===== config.mk =====
export PLATFORM = sky130hd
export DESIGN_NAME = serial_alu_ctrl
export DESIGN_NICKNAME = d
export VERILOG_FILES = /design/src/rtl/serial_alu_ctrl_pkg.sv /design/src/rtl/serial_alu_ctrl_bit_cell.sv /design/src/rtl/serial_alu_ctrl.sv
export SDC_FILE = /design/constraint.sdc
export NUM_CORES = 1
export LEC_CHECK = 0
export BUFFER_PORTS_ARGS = -buffer_cell sky130_fd_sc_hd__buf_2
export CORE_MARGIN = 5
export CORE_UTILIZATION = 35
export CTS_BUF_LIST = sky130_fd_sc_hd__clkbuf_4
export DETAILED_ROUTE_END_ITERATION = 8
export PLACE_DENSITY_LB_ADDON = 0.12
export SLEW_MARGIN = 20
export SYNTH_ARGS = -nofsm -noshare
export SYNTH_HDL_FRONTEND = slang
export SYNTH_SLANG_ARGS = --single-unit

===== constraint.sdc =====
create_clock -name i_clk -period 13.1 [get_ports i_clk]
set_clock_uncertainty 0.2 [all_clocks]
set_input_delay 0.655 -clock i_clk [delete_from_list [all_inputs] [get_ports i_clk]]
set_output_delay 0.655 -clock i_clk [all_outputs]
set_load 0.03 [all_outputs]

===== src/rtl/serial_alu_ctrl_pkg.sv =====
// Shared opcode and state encodings for the bit-serial ALU sequencer.
package serial_alu_ctrl_pkg;

  localparam logic [2:0] ADD_  = 3'd0;
  localparam logic [2:0] SUB_  = 3'd1;
  localparam logic [2:0] XOR_  = 3'd2;
  localparam logic [2:0] SLT_  = 3'd3;
  localparam logic [2:0] AND_  = 3'd4;
  localparam logic [2:0] NAND_ = 3'd5;
  localparam logic [2:0] NOR_  = 3'd6;
  localparam logic [2:0] OR_   = 3'd7;

  localparam logic [1:0] S_IDLE = 2'd0;
  localparam logic [1:0] S_RUN  = 2'd1;
  localparam logic [1:0] S_DONE = 2'd2;

  // Opcodes whose result comes from the adder and report carry/overflow.
  function automatic logic is_arith(input logic [2:0] ctrl);
    return (ctrl == ADD_) || (ctrl == SUB_) || (ctrl == SLT_);
  endfunction

  // Subtracting opcodes add ~b + 1, so the chain starts with carry set.
  function automatic logic carry_init(input logic [2:0] ctrl);
    return (ctrl == SUB_) || (ctrl == SLT_);
  endfunction

endpackage


===== src/rtl/serial_alu_ctrl_bit_cell.sv =====
// serial_bit_cell: combinational one-bit ALU slice (A, B, Cin, Ctrl -> R, Cout).
// DLY is a simulation-only delay hint; the synthesizable cell has zero delay.
module serial_bit_cell
  import serial_alu_ctrl_pkg::*;
#(
  parameter int DLY = 5
) (
  input  logic       i_a,
  input  logic       i_b,
  input  logic       i_cin,
  input  logic [2:0] i_ctrl,
  output logic       o_r,
  output logic       o_cout
);

  if (DLY < 0) begin : g_bad_dly
    $error("serial_bit_cell: DLY must be non-negative");
  end

  logic w_b_eff;
  logic w_sum;

  // Adder operand: B inverted only for the subtracting opcodes.
  always_comb begin
    if (carry_init(i_ctrl)) begin
      w_b_eff = ~i_b;
    end else begin
      w_b_eff = i_b;
    end
    w_sum  = i_a ^ w_b_eff ^ i_cin;
    o_cout = (i_a & w_b_eff) | (i_a & i_cin) | (w_b_eff & i_cin);
  end

  // Result bit select.
  always_comb begin
    case (i_ctrl)
      ADD_, SUB_, SLT_: o_r = w_sum;
      XOR_:             o_r = i_a ^ i_b;
      AND_:             o_r = i_a & i_b;
      NAND_:            o_r = ~(i_a & i_b);
      NOR_:             o_r = ~(i_a | i_b);
      OR_:              o_r = i_a | i_b;
      default:          o_r = i_a & i_b;
    endcase
  end

endmodule


===== src/rtl/serial_alu_ctrl.sv =====
// Bit-serial ALU sequencer: one serial_bit_cell walked LSB-first over WIDTH cycles.
// Optional abort input enabled by defining SERIAL_ALU_ABORT_EN.
module serial_alu_ctrl
  import serial_alu_ctrl_pkg::*;
#(
  parameter int WIDTH = 32,
  parameter int DLY   = 5
) (
  input  logic             i_clk,
  input  logic             i_reset,
  input  logic             i_start,
  input  logic [2:0]       i_ctrl,
  input  logic [WIDTH-1:0] i_a,
  input  logic [WIDTH-1:0] i_b,
`ifdef SERIAL_ALU_ABORT_EN
  input  logic             i_abort,
`endif
  output logic             o_busy,
  output logic             o_done,
  output logic [WIDTH-1:0] o_result,
  output logic             o_carryout,
  output logic             o_overflow,
  output logic             o_zero
);

  localparam int IW = (WIDTH > 1) ? $clog2(WIDTH) : 1;
  localparam logic [IW-1:0] LAST_IDX = IW'(WIDTH - 1);

  if (WIDTH < 2 || WIDTH > 64) begin : g_bad_width
    $error("serial_alu_ctrl: WIDTH must be in 2..64");
  end

  logic [1:0]       r_state;
  logic [IW-1:0]    r_idx;
  logic             r_carry;
  logic [WIDTH-1:0] r_a;
  logic [WIDTH-1:0] r_b;
  logic [2:0]       r_ctrl;
  logic [WIDTH-2:0] r_res;
  logic             r_busy;
  logic             r_done;
  logic [WIDTH-1:0] r_result;
  logic             r_carryout;
  logic             r_overflow;
  logic             r_zero;

  logic             w_r;
  logic             w_cout;
  logic             w_abort;
  logic [WIDTH-1:0] w_res_next;
  logic [WIDTH-1:0] w_final;
  logic             w_ovf;
  logic             w_cflag;

`ifdef SERIAL_ALU_ABORT_EN
  assign w_abort = i_abort;
`else
  assign w_abort = 1'b0;
`endif

  serial_bit_cell #(.DLY(DLY)) u_cell (
    .i_a    (r_a[0]),
    .i_b    (r_b[0]),
    .i_cin  (r_carry),
    .i_ctrl (r_ctrl),
    .o_r    (w_r),
    .o_cout (w_cout)
  );

  // Final result and flags, meaningful on the cycle the MSB is processed.
  always_comb begin
    w_res_next = {w_r, r_res};
    if (is_arith(r_ctrl)) begin
      w_ovf   = r_carry ^ w_cout;
      w_cflag = w_cout;
    end else begin
      w_ovf   = 1'b0;
      w_cflag = 1'b0;
    end
    if (r_ctrl == SLT_) begin
      w_final = {{(WIDTH-1){1'b0}}, w_r ^ w_ovf};
    end else begin
      w_final = w_res_next;
    end
  end

  // Sequencer FSM, operand/result shift registers and registered outputs.
  always_ff @(posedge i_clk or posedge i_reset) begin
    if (i_reset) begin
      r_state    <= S_IDLE;
      r_idx      <= {IW{1'b0}};
      r_carry    <= 1'b0;
      r_a        <= {WIDTH{1'b0}};
      r_b        <= {WIDTH{1'b0}};
      r_ctrl     <= 3'd0;
      r_res      <= {(WIDTH-1){1'b0}};
      r_busy     <= 1'b0;
      r_done     <= 1'b0;
      r_result   <= {WIDTH{1'b0}};
      r_carryout <= 1'b0;
      r_overflow <= 1'b0;
      r_zero     <= 1'b0;
    end else begin
      case (r_state)
        S_IDLE: begin
          r_done <= 1'b0;
          if (i_start) begin
            r_state <= S_RUN;
            r_a     <= i_a;
            r_b     <= i_b;
            r_ctrl  <= i_ctrl;
            r_carry <= carry_init(i_ctrl);
            r_idx   <= {IW{1'b0}};
            r_busy  <= 1'b1;
          end else begin
            r_busy  <= 1'b0;
          end
        end
        S_RUN: begin
          if (w_abort) begin
            r_state <= S_IDLE;
            r_busy  <= 1'b0;
          end else begin
            r_a     <= r_a >> 1;
            r_b     <= r_b >> 1;
            r_res   <= w_res_next[WIDTH-1:1];
            r_carry <= w_cout;
            r_idx   <= r_idx + 1'b1;
            if (r_idx == LAST_IDX) begin
              r_state    <= S_DONE;
              r_done     <= 1'b1;
              r_result   <= w_final;
              r_carryout <= w_cflag;
              r_overflow <= w_ovf;
              r_zero     <= (w_final == {WIDTH{1'b0}});
            end else begin
              r_state    <= S_RUN;
            end
          end
        end
        S_DONE: begin
          r_state <= S_IDLE;
          r_done  <= 1'b0;
          r_busy  <= 1'b0;
        end
        default: begin
          r_state <= S_IDLE;
          r_done  <= 1'b0;
          r_busy  <= 1'b0;
        end
      endcase
    end
  end

  assign o_busy     = r_busy;
  assign o_done     = r_done;
  assign o_result   = r_result;
  assign o_carryout = r_carryout;
  assign o_overflow = r_overflow;
  assign o_zero     = r_zero;

endmodule


==> metrics.cfg, run 1 <==
[logic_synthesis]
synth_edf_count=0
synth_ff_type=dfrtp_1
synth-seq-cells=143
synthArstFlopShare_pct=100.0
synth_warnings=0
synth.yosys.seq_area_share_pct=58.86
syn-num-nets=723
yosysUniqueCellTypes=35
netlist_instances=648
synth_area_per_cell_um2=9.382
syn-cell-area_um2=6080

[timing]
slew_headroom_pct=41.88
finalHoldViolCount=0
finalSetupViolCount=0
setup_tns_ps=0
rsz0062_at_grt=no
finalMaxSlewViolations=0
fin_crit_sh_pct=25.39
period_minus_slack_ps=3327
fmax_mhz=300.6
worstMarginPinSlew_ps=870.0

[clock_tree]
clkSinkCount=143
clkLatencyLatePin_ps=530
postCtsSetupBuffers=0
cts_root_buf=clkbuf_4
ctsHoldBuffers=1
clk_path_buf_depth=2
htreeDepth=4
cts_tree=built
cts_resized=0
cts_made_buffers=17
clk_pin_slew_ps=120

[route]
drt_iter0_markers=306
wl_per_cell_um=13.93
drc=0
detail_route.vias_per_cell=4.839
num_vias=4708
drtAntennaViolNets=0
drtPass1Iterations=5
drt-total-wl_um=13560

[place]
finalWeightedCongestion=0.7531
portBuffers=106
hpwl_um=8935

[hold_path]
whs_path_depth=3
hold_class=in2reg
hold-path-endpoint=r_ctrl[0]
min_from=i_ctrl[0]

[status]
status=finished clean

[floorplan]
ioPinCount=107
dieArea_um2=20110
dieWidth_um=141.8
rows=48
die_h_um=141.8
start_util_pct=35.39
core_area_um2=17180

[setup_path]
path_cells=nor2b_4 > nand2_2 > nor2_4 > a22o_1
end_kind=flip-flop
cpMaxStageDelayCell=nor2b_4
cp_data_arrival_time_ps=3600
crit_required_ps=13370
max_stage_delay_ps=790
crit_fanout=41
rr_endpoint=o_result[4]
ff2ff_path_depth=4
cpLargestDelayFamily=simple AND/OR/NAND/NOR gates
r2r_slack_ps=9770
startpoint_type=flip-flop
crit_buf_inv=0
reg2reg_from=r_state[0]
critical_path_class=reg2reg

[layout]
n_fill_cell=1784
multi_input_area_um2=2297
drive_gt1_share_pct=20.75
area_growth_pct=17.35
register_area_um2=3578
fin_util_pct=41.54
nNetsFinal=809

[grt]
grt_max_degree=86
grt_pass1_wl_um=23090
grt_pass1_vias=4713
track_usage_pct=14.20
gr-total-overflow=0
antenna_found_initial=1

[pwr]
total_leakage_power_uw=0.003471
p_per_area_nw_per_um2=207.9
peakVddDrop_uv=77.70

[job]
drv_cap=0

## state kept, by name (all words and copies together), names as in the netlist, 2 cells and up
| name | flops |
|---|---|
| o_result | 32 |
| r_res | 31 |
| r_state | 2 |
| r_idx | 5 |
| r_ctrl | 3 |
| r_b | 32 |
| r_a | 32 |
## through the flow
stage | hold slack [ps] | std cells | instance area (µm²) | setup WS (ps) | total power [µW]
3_3_place_gp | 259.1 | 938 | 6736 | 9442 | 1148
2_1_floorplan | 245.1 | 648 | 6080 | 8407 | 1041
3_5_place_dp | 272.1 | 939 | 6769 | 9710 | 1164
4_1_cts | 76.98 | 972 | 7132 | 9696 | 1507
6_report | 141.4 | 973 | 7134 | 9773 | 1483
5_1_grt | 79.69 | 972 | 7132 | 9444 | 1606
## cell usage in the layout, fill, tap and decap left out, types with 2 or more instances in the layout
cell type / count
buf_4: 4
clkinvlp_4: 2
nor2b_1: 4
clkbuf_4: 19
nor3_1: 4
nor2_1: 69
nand2_1: 224
dfrtp_1: 143
nand3_1: 2
a21oi_1: 8
mux2_2: 3
ha_1: 4
nor3b_1: 2
o21ai_0: 9
clkinv_4: 2
a22o_1: 35
clkinv_2: 2
nand2b_1: 3
xnor2_1: 3
buf_2: 106
nor2b_4: 2
nor4_1: 7
mux2i_1: 2
a31oi_1: 60
inv_6: 3
inv_1: 4
bufinv_16: 5
## cell type report
cell class              count  share of cell area (%)
flip-flops and latches    143                   50.16
clock buffers              19                   1.999
repair buffers            112                   8.383
multi-input cells         455                   32.20
clock inverters            13                   2.946
well taps                 225                   3.946
diodes                      1                 0.03508
inverters                   5                  0.3332
## how the worst max path moves through the flow
stage / startpoint / end / depth (start not counted)
global route: r_state[0] / o_result[18] / 4
floorplan: i_reset / o_busy / 1
global placement: r_state[0] / o_result[2] / 4
detailed placement: r_state[0] / o_result[21] / 4
finish: r_state[0] / o_result[4] / 4
CTS: r_state[0] / o_result[24] / 4
## cell usage after synthesis (3+ instances only)
cell	count	area share [%]
ha_1	4	0.82
nor2b_1	5	0.51
clkbuf_1	16	0.99
nor2_1	70	4.3
nor3_1	4	0.33
dfrtp_1	143	59
inv_1	5	0.31
a31oi_1	60	6.2
buf_1	7	0.43
buf_2	18	1.5
mux2_2	3	0.56
nor4_1	7	0.72
nand2_1	224	14
xnor2_1	3	0.43
a22o_1	35	5.0
nand2b_1	5	0.51
buf_4	3	0.37
a21oi_1	8	0.66
o21ai_0	9	0.74
## metal layers
metal  track usage (%)  up-vias  routed length (µm)  part of all wire (%)
li1                  -     2357                   -                     -
met1             18.84     2220                6286                    46
met2             22.37      114                6329                    47
met3             4.617       15                 763                   5.6
met4             4.091        2                 170                   1.3
met5                 0        -                   7                 0.052
## cells by family (layout without fill, tap and decap cells)
group,after synthesis,count (layout),share of synthesized area (%)
other,0,1,0
multiplexers,5,5,0.8849
flip-flops,143,143,58.86
adder cells (fa/ha/maj),5,5,1.153
AO/OA/AOI/OAI,118,118,13.58
buffers and inverters,50,149,3.766
AND/OR/NAND/NOR,324,324,21.32
XOR/XNOR,3,3,0.4323
## power breakdown
group | internal (µW) | leakage, µW | total, µW | switching [µW]
clock network | 176 | 0.000184 | 338 | 162
logic | 173 | 0.00156 | 413 | 240
registers | 607 | 0.00172 | 732 | 125
total | 956 | 0.00347 | 1480 | 527
## worst register-to-register path, stage by stage, from the launching register on
cell     delay, ps
dfrtp_1        570
nor2b_4        790
nand2_2        690
nor2_4         790
a22o_1         240
(Power assumes the default switching activity.)
==> run 2, diff against run 1 <==
Clock period 13.1 ns to 2.67 ns, I/O delays scaled along.
==> metrics.cfg, run 2 (synthesis results as in run 1) <==
[status]
status=finished clean

[layout]
drive_gt1_share_pct=18.96
fin_area_um2=8075
layout_commonest_cell=nand2_1
fin_util_pct=47.01
area_growth_pct=32.83
nNetsFinal=906
final_cell_mix=nand2_1 (224), dfrtp_1 (143), buf_2 (106)

[timing]
setup_tns_ps=0
finalSetupViolCount=0
fin_crit_sh_pct=90.76
rsz0062_at_grt=no
slew_headroom_pct=50.23
fmax_mhz=412.7
period_minus_slack_ps=2423
worstMarginPinSlew_ps=745.0
finalMaxSlewViolations=0
finalHoldViolCount=0

[floorplan]
dieArea_um2=20110
ioPinCount=107
die_h_um=141.8
dieWidth_um=141.8
start_util_pct=35.39
rows=48
core_area_um2=17180

[place]
portBuffers=106
place_area_um2=6855
finalWeightedCongestion=0.7743
hpwl_um=9343

[clock_tree]
cts_made_buffers=17
clk_path_buf_depth=2
clkSinkCount=143
clkLatencyLatePin_ps=540
htreeDepth=4
cts_root_buf=clkbuf_4
clk_pin_slew_ps=120
postCtsSetupBuffers=0
cts_tree=built
cts_resized=0

[setup_path]
startpoint_type=flip-flop
end_kind=flip-flop
crit_required_ps=2920
critical_path_class=reg2reg
crit_fanout=44
cp_data_arrival_time_ps=2680

[route]
detail_route.vias_per_cell=4.877
drt-total-wl_um=15080
drc=0
drtPass1Iterations=4
wl_per_cell_um=14.09
drtAntennaViolNets=0
num_vias=5218
drt_iter0_markers=253

[job]
drv_cap=0

[pwr]
p_per_area_nw_per_um2=897.2
peakVddDrop_uv=324.4
total_leakage_power_uw=0.003822

[grt]
grt_max_degree=65
antenna_found_initial=0
grt_pass1_vias=5094
grt_pass1_wl_um=24740
gr-total-overflow=0
track_usage_pct=15.19

[hold_path]
hold_class=in2async

==> run 2: cell count changes in the layout (fill, tap and decap cells not counted) <==
cell	previous run	this run
nor2b_2	0	1
clkinv_1	0	2
inv_6	3	0
inv_8	0	1
buf_4	4	6
clkinv_4	2	1
buf_16	1	0
buf_12	0	5
clkbuf_4	19	17
clkinv_2	2	3
bufinv_16	5	3
clkinvlp_4	2	6
dlygate4sd3_1	1	91
==> run 2: final timing paths <==
| check | from | to | slack [ps] | depth (start not counted) |
|---|---|---|---|---|
| max | r_state[1] | r_b[31] | 250 | 5 |
| min | i_reset | r_idx[2] | 50 | 3 |
| max reg2reg | r_state[1] | r_b[31] | 250 | 5 |
| min reg2reg | r_b[1] | r_b[0] | 310 | 2 |
| max in group asynchronous | i_reset | o_result[1] | 1450 | 4 |
| min in group i_clk | i_a[5] | r_a[5] | 170 | 4 |
==> run 2: timing repair <==
action | CTS | global route
setup endpoints to repair | 0 | 1
hold buffers | 91 | 0
hold endpoints to repair | 185 | 0
==> run 2: area by class of cell <==
class                      count  area [µm²]
antenna                        1       2.502
clock buffer                  17       127.6
clock inverter                15       170.2
fill                        1646        9101
inverter                       5       22.52
multi-input combinational    456        2306
sequential                   143        3578
tap                          225       281.5
timing repair buffer         208        1587
==> run 2: per-layer routing <==
metal | global-route usage [%] | up-vias | part of all wire [%]
li1 | - | 2551 | -
met1 | 19.67 | 2525 | 46
met2 | 24.59 | 123 | 48
met3 | 4.449 | 19 | 4.9
met4 | 4.899 | 0 | 1.4
met5 | 0 | - | 0
==> run 2: metrics by stage <==
step	power (µW)	hold slack, ps	worst slack [ps]	std cells
floorplan	5107	50.34	437.0	648
global placement	5668	97.04	237.5	945
detailed placement	5756	100.6	343.6	945
CTS	7347	19.91	150.7	1068
global route	7832	59.28	130.1	1069
finish	7245	53.53	246.8	1070
==> run 2: power breakdown <==
| part | switching, µW | internal [µW] |
|---|---|---|
| Combinational | 1210 | 982 |
| Sequential | 621 | 2980 |
| Clock | 816 | 643 |
| Total | 2640 | 4600 |
==> run 2: critical path: stages, from the launching register on <==
cell	delay, ps
dfrtp_1	600
nor2b_4	440
buf_12	270
a21oi_1	100
dlygate4sd3_1	560
o21ai_0	160
